### src/rtl/wb_master_pkg.sv
// wb_master_pkg: shared state type and constants for the Wishbone master port
package wb_master_pkg;
    typedef enum logic [1:0] {IDLE, BUS, RESP} wbm_state_e;
    localparam logic [3:0] WB_SEL_FULL = 4'hF;
    localparam int WBM_DEFAULT_TIMEOUT = 255;
endpackage

### src/rtl/wb_bus_t.sv
// wb_bus_t: Wishbone classic bus signals with master and slave views
interface wb_bus_t;
    logic        wb_cyc;
    logic        wb_stb;
    logic        wb_we;
    logic [31:0] wb_adr;
    logic [3:0]  wb_sel;
    logic [31:0] wb_dat_ms;
    logic        wb_ack;
    logic        wb_err;
    logic [31:0] wb_dat_sm;
    modport master (
        output wb_cyc, wb_stb, wb_we, wb_adr, wb_sel, wb_dat_ms,
        input  wb_ack, wb_err, wb_dat_sm
    );
    modport slave (
        input  wb_cyc, wb_stb, wb_we, wb_adr, wb_sel, wb_dat_ms,
        output wb_ack, wb_err, wb_dat_sm
    );
endinterface

### src/rtl/wb_master_port.sv
// wb_master_port: valid/ready request/response to single Wishbone classic cycles with bus timeout
module wb_master_port
    import wb_master_pkg::*;
#(
    parameter int TIMEOUT_CYCLES = WBM_DEFAULT_TIMEOUT,
    parameter int CNT_W = 8
) (
    input  logic        clk,
    input  logic        rstn_i,
    input  logic        req_valid_i,
    output logic        req_ready_o,
    input  logic        req_we_i,
    input  logic [31:0] req_addr_i,
    input  logic [31:0] req_wdata_i,
    input  logic [3:0]  req_be_i,
    output logic        rsp_valid_o,
    input  logic        rsp_ready_i,
    output logic [31:0] rsp_rdata_o,
    output logic        rsp_err_o,
    output logic        rsp_timeout_o,
    wb_bus_t.master     wb_bus
);
    wbm_state_e       state;
    logic             we;
    logic [31:0]      adr;
    logic [31:0]      wdat;
    logic [3:0]       sel;
    logic [CNT_W-1:0] cnt;
    logic             hit;
    logic             expire;
    assign req_ready_o      = state == IDLE;
    assign rsp_valid_o      = state == RESP;
    assign wb_bus.wb_cyc    = state == BUS;
    assign wb_bus.wb_stb    = state == BUS;
    assign wb_bus.wb_we     = we;
    assign wb_bus.wb_adr    = adr;
    assign wb_bus.wb_sel    = sel;
    assign wb_bus.wb_dat_ms = wdat;
    assign hit    = wb_bus.wb_ack | wb_bus.wb_err;
    // a slave response in the expiry cycle takes priority over the timeout
    assign expire = TIMEOUT_CYCLES != 0 && cnt == CNT_W'(TIMEOUT_CYCLES - 1) && !hit;
    always_ff @(posedge clk or negedge rstn_i) begin
        if (!rstn_i) begin
            state         <= IDLE;
            we            <= 1'b0;
            adr           <= '0;
            wdat          <= '0;
            sel           <= '0;
            cnt           <= '0;
            rsp_rdata_o   <= '0;
            rsp_err_o     <= 1'b0;
            rsp_timeout_o <= 1'b0;
        end else begin
            case (state)
                IDLE: begin
                    cnt <= '0;
                    if (req_valid_i) begin
                        we    <= req_we_i;
                        adr   <= req_addr_i;
                        wdat  <= req_wdata_i;
                        sel   <= req_we_i ? req_be_i : WB_SEL_FULL;
                        state <= BUS;
                    end
                end
                BUS: begin
                    cnt <= cnt + 1'b1;
                    if (hit) begin
                        rsp_err_o     <= wb_bus.wb_err;
                        rsp_timeout_o <= 1'b0;
                        rsp_rdata_o   <= (!we && !wb_bus.wb_err) ? wb_bus.wb_dat_sm : '0;
                        state         <= RESP;
                    end else if (expire) begin
                        rsp_err_o     <= 1'b1;
                        rsp_timeout_o <= 1'b1;
                        rsp_rdata_o   <= '0;
                        state         <= RESP;
                    end
                end
                RESP: if (rsp_ready_i) state <= IDLE;
                default: state <= IDLE;
            endcase
        end
    end
endmodule

### src/flat_wrapper.sv
// flat-port wrapper written by rule: the top's interface ports become plain ports
module wb_master_port_flat import wb_master_pkg::*;
#(
    parameter int TIMEOUT_CYCLES = WBM_DEFAULT_TIMEOUT,
    parameter int CNT_W = 8
)
  (clk, rstn_i, req_valid_i, req_ready_o, req_we_i, req_addr_i, req_wdata_i, req_be_i, rsp_valid_o, rsp_ready_i, rsp_rdata_o, rsp_err_o, rsp_timeout_o, wb_bus_wb_cyc, wb_bus_wb_stb, wb_bus_wb_we, wb_bus_wb_adr, wb_bus_wb_sel, wb_bus_wb_dat_ms, wb_bus_wb_ack, wb_bus_wb_err, wb_bus_wb_dat_sm);
  wb_bus_t wb_bus_i ();
  input  logic clk;
  input  logic rstn_i;
  input  logic req_valid_i;
  output logic req_ready_o;
  input  logic req_we_i;
  input  logic [31:0] req_addr_i;
  input  logic [31:0] req_wdata_i;
  input  logic [3:0] req_be_i;
  output logic rsp_valid_o;
  input  logic rsp_ready_i;
  output logic [31:0] rsp_rdata_o;
  output logic rsp_err_o;
  output logic rsp_timeout_o;
  output wire logic [$bits(wb_bus_i.wb_cyc)-1:0] wb_bus_wb_cyc;
  output wire logic [$bits(wb_bus_i.wb_stb)-1:0] wb_bus_wb_stb;
  output wire logic [$bits(wb_bus_i.wb_we)-1:0] wb_bus_wb_we;
  output wire logic [$bits(wb_bus_i.wb_adr)-1:0] wb_bus_wb_adr;
  output wire logic [$bits(wb_bus_i.wb_sel)-1:0] wb_bus_wb_sel;
  output wire logic [$bits(wb_bus_i.wb_dat_ms)-1:0] wb_bus_wb_dat_ms;
  input wire logic [$bits(wb_bus_i.wb_ack)-1:0] wb_bus_wb_ack;
  input wire logic [$bits(wb_bus_i.wb_err)-1:0] wb_bus_wb_err;
  input wire logic [$bits(wb_bus_i.wb_dat_sm)-1:0] wb_bus_wb_dat_sm;
  assign wb_bus_wb_cyc = wb_bus_i.wb_cyc;
  assign wb_bus_wb_stb = wb_bus_i.wb_stb;
  assign wb_bus_wb_we = wb_bus_i.wb_we;
  assign wb_bus_wb_adr = wb_bus_i.wb_adr;
  assign wb_bus_wb_sel = wb_bus_i.wb_sel;
  assign wb_bus_wb_dat_ms = wb_bus_i.wb_dat_ms;
  assign wb_bus_i.wb_ack = wb_bus_wb_ack;
  assign wb_bus_i.wb_err = wb_bus_wb_err;
  assign wb_bus_i.wb_dat_sm = wb_bus_wb_dat_sm;
  wb_master_port #(.TIMEOUT_CYCLES(TIMEOUT_CYCLES), .CNT_W(CNT_W)) u_core (.clk(clk), .rstn_i(rstn_i), .req_valid_i(req_valid_i), .req_ready_o(req_ready_o), .req_we_i(req_we_i), .req_addr_i(req_addr_i), .req_wdata_i(req_wdata_i), .req_be_i(req_be_i), .rsp_valid_o(rsp_valid_o), .rsp_ready_i(rsp_ready_i), .rsp_rdata_o(rsp_rdata_o), .rsp_err_o(rsp_err_o), .rsp_timeout_o(rsp_timeout_o), .wb_bus(wb_bus_i));
endmodule
### config.mk
export PLATFORM = sky130hd
export DESIGN_NAME = wb_master_port_flat
export DESIGN_NICKNAME = d
export VERILOG_FILES = /design/src/rtl/wb_master_pkg.sv /design/src/rtl/wb_bus_t.sv /design/src/rtl/wb_master_port.sv /design/src/flat_wrapper.sv
export SDC_FILE = /design/constraint.sdc
export NUM_CORES = 1
export LEC_CHECK = 0
export ABC_AREA = 1
export CAP_MARGIN = 5
export CORE_AREA = 2 2 110 112
export DETAILED_ROUTE_END_ITERATION = 12
export DIE_AREA = 0 0 112 114
export GPL_ROUTABILITY_DRIVEN = 1
export PLACE_DENSITY_LB_ADDON = 0.08
export SLEW_MARGIN = 20
export SYNTH_ARGS = -nofsm -noshare
export SYNTH_HDL_FRONTEND = slang
export SYNTH_SLANG_ARGS = --single-unit
### constraint.sdc
create_clock -name clk -period 2.2 [get_ports clk]
set_clock_uncertainty 0.15 [all_clocks]
set_input_delay 0.44 -clock clk [delete_from_list [all_inputs] [get_ports clk]]
set_output_delay 0.44 -clock clk [all_outputs]
set_load 0.05 [all_outputs]
==> reports/results.ini, run 1 <==
[worst_setup_path]
max_stage_delay_ns=0.85
rrSetupSlack_ns=0.37
cp_num_buf_inv=1
crit_chain=clkdlybuf4s50_1
cp_slowest_cell=clkdlybuf4s50_1
crit_path_max_fanout=2
r2r_start=u_core.cnt[0]$_DFFE_PN0P_
worstSetupEndpointType=output port
critical_path_class=reg -> out
worstReg2RegEnd=u_core.rsp_rdata_o[17]$_DFFE_PN0P_
critPathTopFamily=buffers and inverters
crit_arrival_ns=1.57
reg2reg_depth=9
worstSetupStartpointType=flop
crit_required_ns=1.61

[cells_and_area]
drive_gt1_frac=0.0689
final_common_cell=nand2_1
postLayoutCellArea_sq_um=7730
syn_to_final_growth_pct=61.1
nets=911
layout_common_cells=nand2_1 (281), clkdlybuf4s50_1 (169), dfrtp_1 (113), nor2_1 (55), inv_1 (47)
antenna_cells=0

[hold_path]
worstHoldEndpoint=u_core.wb_bus.wb_adr[19]$_DFFE_PN0P_
min_path_type=reg -> reg
hp-start=u_core.wb_bus.wb_adr[19]$_DFFE_PN0P_
worstHoldPathCells=2

[timing]
drv_slew=0
max_clock_freq_mhz=462
hold_ws_ns=0.319
rsz0062_at_grt=false
max_slew_margin=0.620
worst_slew_pin_slew_ns=0.569
tns_ns=0
hold_viol=0
fin_crit_ns=2.16
setup_viol_count_final=0
period_share=0.984

[clock_tree]
cts_num_sinks=113
cts_max_path_buffers=2
path_clk_slew_ns=0.05
clock_latency_ns=0.40
postCtsSetupBuffers=0
cts_tree=built
cts_buffers=17
htree_levels=4
cts_root_buf=clkbuf_16

[die]
die-area_sq_um=12800
start_util=0.410
core_area_sq_um=11700
io_pins=214
die_w_microns=112
dieHeight_microns=114
rows=40

[place]
port_buffers=213
detailed_place_hpwl_mm=9.41
gp_congestion=0.816
placed_area_sq_um=7080

[route]
drc=0
totalWireLength_mm=13.3
viasPerCell=4.60
dr.pass1.iters=4
vias=4413
wl_per_cell_microns=13.9
postRouteAntennaNets=0
first_iter_violations=247

[global_route]
grt_pass1_vias=4359
grt_pass1_wl_mm=21.4
grt_max_degree=66
grt_usage=0.211
grt-ovfl-total=0
antenna_found_initial=0

[power_and_ir_drop]
p_sw_mw=5.95
clkPwrFrac=0.203
p_sw_frac=0.469
power_density_nw_per_um2=1640
seqPwrFrac=0.268
finalPower_mw=12.7
combPwrFrac=0.529
internal_power_mw=6.74
ir_drop_mv=0.926
leakagePower_nw=4.38

[synth]
ys_ff_latch=113
synthCells=585
avgSynthCellArea_sq_um=8.20
yosysSeqAreaShare=0.589
ys_warn_count=0
synth_cell_type_count=19
syn_nets=694
syn-cell-area_sq_um=4800

[status]
run_status=finished clean

[job]
drv_cap=0

-- sequential cells by signal (all words and copies together) (netlist names) --
name,count
u_core.cnt,8
u_core.rsp_err_o,1
u_core.rsp_rdata_o,32
u_core.rsp_timeout_o,1
u_core.state,2
u_core.wb_bus.wb_adr,32
u_core.wb_bus.wb_dat_ms,32
u_core.wb_bus.wb_sel,4
u_core.wb_bus.wb_we,1
-- metal layers --
layer	wire, microns	global-route usage	vias to the layer above
met5	0	0	-
met4	415	0.0951	0
met3	1130	0.0850	30
met2	6260	0.331	163
met1	5520	0.260	2032
li1	-	-	2188
-- cells in the mapped netlist --
master / n / area [sq um]
clkbuf_1: 4 / 15.0
buf_4: 15 / 113
nor2_2: 3 / 18.8
nand2_4: 2 / 22.5
nand2_2: 3 / 18.8
buf_6: 3 / 33.8
nor2_1: 55 / 206
nand3_1: 38 / 190
nor3_1: 1 / 5.00
inv_2: 2 / 7.51
inv_1: 47 / 176
buf_2: 6 / 30.0
nand2_1: 281 / 1050
a21oi_1: 3 / 15.0
nand3b_1: 1 / 7.51
o21ai_0: 5 / 25.0
ha_1: 2 / 25.0
dfrtp_1: 113 / 2830
o21ai_1: 1 / 5.00
-- kinds of logic after synthesis --
kind of cell,count (synthesis),share of synthesized area
and+or+nand+nor,384,0.318
adders and majority gates,2,0.00522
DFF,113,0.589
AOI/OAI and AO/OA,9,0.00939
buffers and inverters,77,0.0782
-- per-stage QoR --
stage / worst slack [ns] / utilization / cells
floorplan: 0.349 / - / 585
global placement: 0.268 / 0.604 / 929
detailed placement: 0.249 / 0.604 / 929
CTS: 0.00153 / 0.652 / 960
global route: 0.000910 / 0.660 / 960
finish: 0.0352 / 0.660 / 960
-- power by group through the flow --
stage          clock (mW)  sequential (mW)  combinational [mW]
4_1_cts              2.63             3.43                6.81
3_3_place_gp            0             3.41                6.72
5_1_grt              2.73             3.52                7.09
3_5_place_dp            0             3.43                6.78
2_1_floorplan           0             6.30                1.49
6_report             2.58             3.41                6.71
-- how the worst max path moves through the flow --
stage,from,to,slack (ns),cells after the start
final,u_core.wb_bus.wb_we$_DFFE_PN0P_,wb_bus_wb_we,0.04,1
after global placement,wb_bus_wb_ack,u_core.state[1]$_DFFE_PN0P_,0.27,5
after CTS,u_core.wb_bus.wb_adr[28]$_DFFE_PN0P_,wb_bus_wb_adr[28],0.002,1
after floorplan,u_core.state[1]$_DFFE_PN0P_,wb_bus_wb_stb,0.35,4
after detailed placement,wb_bus_wb_ack,u_core.state[1]$_DFFE_PN0P_,0.25,5
after global routing,u_core.wb_bus.wb_adr[7]$_DFFE_PN0P_,wb_bus_wb_adr[7],0.0009,1
-- timing repair --
item / in CTS / in global routing
endpoints found under the setup margin: 1 / 35
hold buffers: 1 / 0
gates cloned: 0 / 0
gates resized for setup: 1 / 35
endpoints found under the hold margin: 26 / 0
-- area by class of cell --
class                   count  area [sq um]
fillers                   987          3980
clock buffers              23           468
well taps                 147           184
multi-input cells         395          1590
clock inverters             7          85.1
repair buffers            226          2390
flip-flops and latches    113          2830
inverters                  49           184
Note: power is estimated with default switching activity, not from simulation.
==> run 2, diff against run 1 <==
--- a/config.mk
+++ b/config.mk
@@ -7,9 +7,9 @@
 export LEC_CHECK = 0
 export ABC_AREA = 1
 export CAP_MARGIN = 5
-export CORE_AREA = 2 2 110 112
+export CORE_AREA = 2 2 155 81
 export DETAILED_ROUTE_END_ITERATION = 12
-export DIE_AREA = 0 0 112 114
+export DIE_AREA = 0 0 157 83
 export GPL_ROUTABILITY_DRIVEN = 1
 export PLACE_DENSITY_LB_ADDON = 0.08
 export SLEW_MARGIN = 20
==> run 2 against run 1 <==
Cell count is 1.9% higher. Clock power hardly changed. Combinational power hardly changed. Largest power group unchanged. Total power hardly changed. Via count hardly changed. Sequential share of layout area hardly changed. Routed wire length is 1.6% higher. First-iteration DRC count is 21% higher. Largest cell class unchanged. Design area hardly changed. Highest routed layer unchanged. Clock-buffer cell count is 3 lower. Global-route usage is 0.16 points higher. Critical path depth stayed put.
==> reports/results.ini, run 2 (synthesized netlist as in run 1, its figures left out) <==
[clock_tree]
htree_levels=4  ; unchanged
clock_latency_ns=0.39  ; about the same
cts_num_sinks=113  ; unchanged
path_clk_slew_ns=0.05  ; about the same
cts_max_path_buffers=2  ; unchanged
postCtsSetupBuffers=0  ; unchanged
cts_tree=built
cts_root_buf=clkbuf_16
cts_buffers=17  ; unchanged

[place]
gp_congestion=0.821  ; +0.60%
detailed_place_hpwl_mm=9.69  ; +3.0%
port_buffers=213  ; unchanged
dp_slack_ns=0.224  ; -0.0250 ns

[timing]
setup_ws_ns=0.0272  ; -0.00801 ns
worst_slew_pin_slew_ns=0.547  ; -0.0217 ns
rsz0062_at_grt=false
hold_viol=0  ; unchanged
max_slew_margin=0.635  ; +0.0145
max_clock_freq_mhz=460  ; -0.37%
tns_ns=0  ; unchanged
fin_crit_ns=2.17  ; +0.00801 ns
period_share=0.988  ; +0.00364
setup_viol_count_final=0  ; unchanged
drv_slew=0  ; unchanged

[worst_setup_path]
crit_arrival_ns=1.58  ; about the same
crit_required_ns=1.61  ; about the same
rrSetupSlack_ns=0.38  ; about the same
cp_slowest_cell=clkdlybuf4s50_1
crit_path_max_fanout=2  ; unchanged
worstSetupEndpointType=output port
max_stage_delay_ns=0.81  ; -0.04 ns
crit_chain=clkdlybuf4s50_1
critPathTopFamily=buffers and inverters
worstSetupStartpointType=flop
cp_num_buf_inv=1  ; unchanged
critical_path_class=reg -> out

[die]
dieHeight_microns=83  ; -27%
die-area_sq_um=13000  ; +2.1%
io_pins=214  ; unchanged
rows=28  ; -30%
core_area_sq_um=11600  ; -0.98%
start_util=0.414  ; +0.00407
die_w_microns=157  ; +40%

[power_and_ir_drop]
ir_drop_mv=0.852  ; -8.0%
leakagePower_nw=4.36  ; -0.49%
power_density_nw_per_um2=1640  ; about the same

[cells_and_area]
final_common_cell=nand2_1
drive_gt1_frac=0.0701  ; +0.00123
antenna_cells=0  ; unchanged
layout_common_cells=nand2_1 (281), clkdlybuf4s50_1 (167), dfrtp_1 (113), nor2_1 (55), inv_1 (47)
syn_to_final_growth_pct=61.1  ; about the same
nets=910  ; -0.11%

[route]
dr.pass1.iters=4  ; unchanged
first_iter_violations=299  ; +21%
wl_per_cell_microns=13.8  ; -0.29%
vias=4411  ; -0.045%
viasPerCell=4.51  ; -1.9%
postRouteAntennaNets=0  ; unchanged
totalWireLength_mm=13.5  ; +1.6%
drc=0  ; unchanged

[global_route]
grt_max_degree=84  ; +27%
antenna_found_initial=0  ; unchanged
grt_usage=0.213  ; +0.00157
grt_pass1_vias=4208  ; -3.5%
grt_pass1_wl_mm=21.7  ; +1.5%
grt-ovfl-total=0  ; unchanged

[status]
run_status=finished clean

[hold_path]
min_path_type=reg -> reg

[job]
drv_cap=0  ; unchanged

run 2: cell count changes in the layout (fill, tap and decap cells not counted):
cell	previous run	this run
buf_12	7	5
clkbuf_1	4	2
clkbuf_8	2	1
clkdlybuf4s50_1	169	167
clkinvlp_4	0	4
dlygate4sd2_1	1	3
dlymetal6s2s_1	35	36
run 2: worst paths after layout:
path                                                    start                                      end  cells past startpoint
setup reg to reg                    u_core.cnt[0]$_DFFE_PN0P_        u_core.rsp_rdata_o[3]$_DFFE_PN0P_                      9
setup / recovery           u_core.rsp_rdata_o[12]$_DFFE_PN0P_                          rsp_rdata_o[12]                      1
hold / removal             u_core.rsp_rdata_o[14]$_DFFE_PN0P_       u_core.rsp_rdata_o[14]$_DFFE_PN0P_                      2
min in group asynchronous                              rstn_i     u_core.wb_bus.wb_adr[22]$_DFFE_PN0P_                      3
max in group asynchronous                              rstn_i  u_core.wb_bus.wb_dat_ms[24]$_DFFE_PN0P_                      3
hold reg to reg            u_core.rsp_rdata_o[14]$_DFFE_PN0P_       u_core.rsp_rdata_o[14]$_DFFE_PN0P_                      2
run 2: what timing repair did:
action,4_1_cts,5_1_grt
endpoints found under the setup margin,3,36
pin swaps,0,0
hold endpoints to repair,113,0
gates resized for setup,3,36
hold buffers,1,0
run 2: cell type report:
class / count / area (sq um)
inverters: 49 / 184
fillers: 941 / 3870
clock inverters: 11 / 115
well taps: 165 / 206
clock buffers: 20 / 447
flip-flops and latches: 113 / 2830
multi-input cells: 395 / 1590
repair buffers: 225 / 2360
run 2: stage by stage:
| stage | hold WS (ns) | power [mW] | utilization | cells | instance area [sq um] |
|---|---|---|---|---|---|
| 2_1_floorplan | -0.00559 | 7.78 | - | 585 | 4800 |
| 3_3_place_gp | 0.305 | 10.1 | 0.610 | 946 | 7070 |
| 3_5_place_dp | 0.308 | 10.2 | 0.610 | 946 | 7070 |
| 4_1_cts | 0.323 | 12.9 | 0.659 | 978 | 7640 |
| 5_1_grt | 0.334 | 13.4 | 0.667 | 978 | 7730 |
| 6_report | 0.317 | 12.7 | 0.667 | 978 | 7730 |
run 2: routing by layer:
layer,track usage,up-vias,share of wire
met5,0,-,0
met4,0.0617,0,0.0044
met2,0.317,133,0.46
met1,0.299,2086,0.46
li1,-,2186,-
met3,0.0684,6,0.072
run 2: report_power, final:
| part | leakage (nW) | switching (mW) | internal, mW |
|---|---|---|---|
| Combinational | 2.65 | 4.61 | 2.08 |
| Sequential | 1.44 | 0.481 | 2.94 |
| Clock | 0.267 | 0.908 | 1.68 |
==> run 3, diff against run 2 <==
--- a/config.mk
+++ b/config.mk
@@ -12,6 +12,7 @@
 export DIE_AREA = 0 0 157 83
 export GPL_ROUTABILITY_DRIVEN = 1
 export PLACE_DENSITY_LB_ADDON = 0.08
+export REMOVE_ABC_BUFFERS = 1
 export SLEW_MARGIN = 20
 export SYNTH_ARGS = -nofsm -noshare
 export SYNTH_HDL_FRONTEND = slang
==> run 3 against run 2 <==
Total power is 4.1% higher. Flip-flop and latch count did not move. Hold slack got worse by 0.034 ns. Via count grew 1.3%. Clock-buffer cell count is 2 higher. Sequential share of layout area is 0.56 points lower. Routed wire length grew 3.2%. Critical path depth is the same. Non-clock buffer count up 2. Design area rose by 1.6%. Worst setup slack got worse by 0.0040 ns. Critical path type unchanged. Largest cell class unchanged.
==> reports/results.ini, run 3 (synthesized netlist as in run 1, its figures left out) <==
[status]
run_status=finished clean

[power_and_ir_drop]
power_density_nw_per_um2=1680  ; +2.5%
p_sw_mw=6.09  ; +1.5%
clkPwrFrac=0.229  ; +0.026
ir_drop_mv=0.992  ; +16%
p_sw_frac=0.460  ; -0.0120
combPwrFrac=0.511  ; -0.016
internal_power_mw=7.13  ; +6.5%
seqPwrFrac=0.260  ; -0.009
leakagePower_nw=4.47  ; +2.6%

[worst_setup_path]
crit_cells=1  ; unchanged
crit_chain=clkdlybuf4s50_1
critical_path_class=reg -> out
crit_arrival_ns=1.59  ; about the same
critPathTopFamily=buffers and inverters
worstSetupEndpointType=output port
crit_path_max_fanout=2  ; unchanged
rrSetupSlack_ns=0.37  ; about the same
max_stage_delay_ns=0.81  ; about the same
cp_slowest_cell=clkdlybuf4s50_1
reg2reg_depth=9  ; unchanged
cp_num_buf_inv=1  ; unchanged
crit_required_ns=1.61  ; about the same
worstSetupStartpointType=flop

[route]
dr.pass1.iters=4  ; unchanged
vias=4467  ; +1.3%
wl_per_cell_microns=14.2  ; +2.9%
drc=0  ; unchanged
viasPerCell=4.55  ; +0.96%
totalWireLength_mm=14.0  ; +3.2%
postRouteAntennaNets=0  ; unchanged
first_iter_violations=250  ; -16%

[timing]
setup_viol_count_final=0  ; unchanged
max_slew_margin=0.609  ; -0.0257
drv_slew=0  ; unchanged
worst_slew_pin_slew_ns=0.586  ; +0.0385 ns
period_share=0.989  ; +0.00184
fin_crit_ns=2.18  ; +0.00404 ns
max_clock_freq_mhz=459  ; -0.19%
hold_viol=0  ; unchanged
rsz0062_at_grt=false

[place]
placed_area_sq_um=7090  ; +0.32%
detailed_place_hpwl_mm=10.1  ; +4.2%
gp_congestion=0.830  ; +1.2%
port_buffers=213  ; unchanged
dp_cells=948  ; +0.21%

[die]
dieHeight_microns=83  ; unchanged
core_area_sq_um=11600  ; unchanged
rows=28  ; unchanged
die_w_microns=157  ; unchanged
start_util=0.414  ; unchanged
die-area_sq_um=13000  ; unchanged
io_pins=214  ; unchanged

[cells_and_area]
final_common_cell=nand2_1
layout_common_cells=nand2_1 (281), clkdlybuf4s50_1 (158), dfrtp_1 (113), nor2_1 (55), inv_1 (47)
syn_to_final_growth_pct=63.6
fin_cells=981  ; +0.31%
postLayoutCellArea_sq_um=7850  ; +1.6%
antenna_cells=0  ; unchanged
nets=912  ; +0.22%
drive_gt1_frac=0.0821  ; +0.0120

[job]
drv_cap=0  ; unchanged

[hold_path]
min_path_type=in -> async

[clock_tree]
cts_buffers=17  ; unchanged
postCtsSetupBuffers=0  ; unchanged
cts_root_buf=clkbuf_16
path_clk_slew_ns=0.05  ; about the same
cts_max_path_buffers=2  ; unchanged
htree_levels=4  ; unchanged
cts_tree=built
clock_latency_ns=0.40  ; about the same
cts_num_sinks=113  ; unchanged

[global_route]
grt_usage=0.226  ; +0.0129
grt_pass1_vias=4593  ; +9.1%
antenna_found_initial=0  ; unchanged
grt_pass1_wl_mm=22.9  ; +5.5%
grt_max_degree=53  ; -37%
grt-ovfl-total=0  ; unchanged

run 3: changes by cell type in the layout (fill, tap and decap cells not counted):
cell and change:
buf_12 +2, clkinvlp_4 -2, dlymetal6s2s_1 +2, bufinv_16 +3, clkbuf_8 +2, clkinv_2 -2, buf_4 +7, clkdlybuf4s50_1 -9
run 3: worst register-to-register path: stages, from the launching register on:
cell	delay, ns
dfrtp_1	0.38
inv_1	0.13
ha_1	0.18
nand2_1	0.06
nor2_1	0.13
nand2_2	0.09
nand2_4	0.07
buf_4	0.34
nand3_1	0.15
nand2_1	0.10
run 3: final cells by class:
type	instances	area, sq um
inverters	49	184
clock inverters	10	180
flip-flops and latches	113	2830
repair buffers	227	2380
well taps	165	206
clock buffers	22	474
fillers	933	3750
multi-input cells	395	1590
run 3: layer usage:
metal  wire length [microns]  GRT usage  vias to the layer above
li1                        -          -                     2186
met1                    6360      0.302                     2123
met2                    6100      0.331                      141
met3                    1350     0.0976                       17
met4                     156     0.0751                        0
met5                       0          0                        -
run 3: what timing repair did:
| action | 4_1_cts | 5_1_grt |
|---|---|---|
| resized for setup | 3 | 38 |
| hold buffers | 1 | 0 |
| endpoints found under the setup margin | 3 | 38 |
| hold endpoints to repair | 11 | 0 |
run 3: final timing paths:
kind                                                          from                              endpoint
worst max register to register           u_core.cnt[0]$_DFFE_PN0P_    u_core.rsp_rdata_o[14]$_DFFE_PN0P_
min in group clk                 u_core.rsp_rdata_o[7]$_DFFE_PN0P_     u_core.rsp_rdata_o[7]$_DFFE_PN0P_
worst min register to register   u_core.rsp_rdata_o[7]$_DFFE_PN0P_     u_core.rsp_rdata_o[7]$_DFFE_PN0P_
worst max-delay path            u_core.rsp_rdata_o[11]$_DFFE_PN0P_                       rsp_rdata_o[11]
worst min-delay path                                        rstn_i     u_core.rsp_rdata_o[5]$_DFFE_PN0P_
max in group asynchronous                                   rstn_i  u_core.wb_bus.wb_adr[18]$_DFFE_PN0P_
run 3: power groups by stage:
stage | Clock, mW | Sequential (mW) | Combinational, mW
4_1_cts | 3.08 | 3.45 | 6.84
3_5_place_dp | 0 | 3.45 | 6.83
2_1_floorplan | 0 | 6.30 | 1.30
3_3_place_gp | 0 | 3.43 | 6.77
5_1_grt | 3.17 | 3.55 | 7.14
6_report | 3.03 | 3.44 | 6.75
run 3: stage by stage:
stage	setup TNS (ns)	power [mW]	hold slack [ns]	setup slack (ns)	util
after floorplan	-64.70	7.60	-0.00559	-0.744	-
after global placement	0	10.2	0.151	0.271	0.612
after detailed placement	0	10.3	0.160	0.248	0.612
after CTS	0	13.4	0.271	0.000426	0.669
after global routing	0	13.9	0.291	0.0000616	0.677
final	0	13.2	0.283	0.0232	0.677
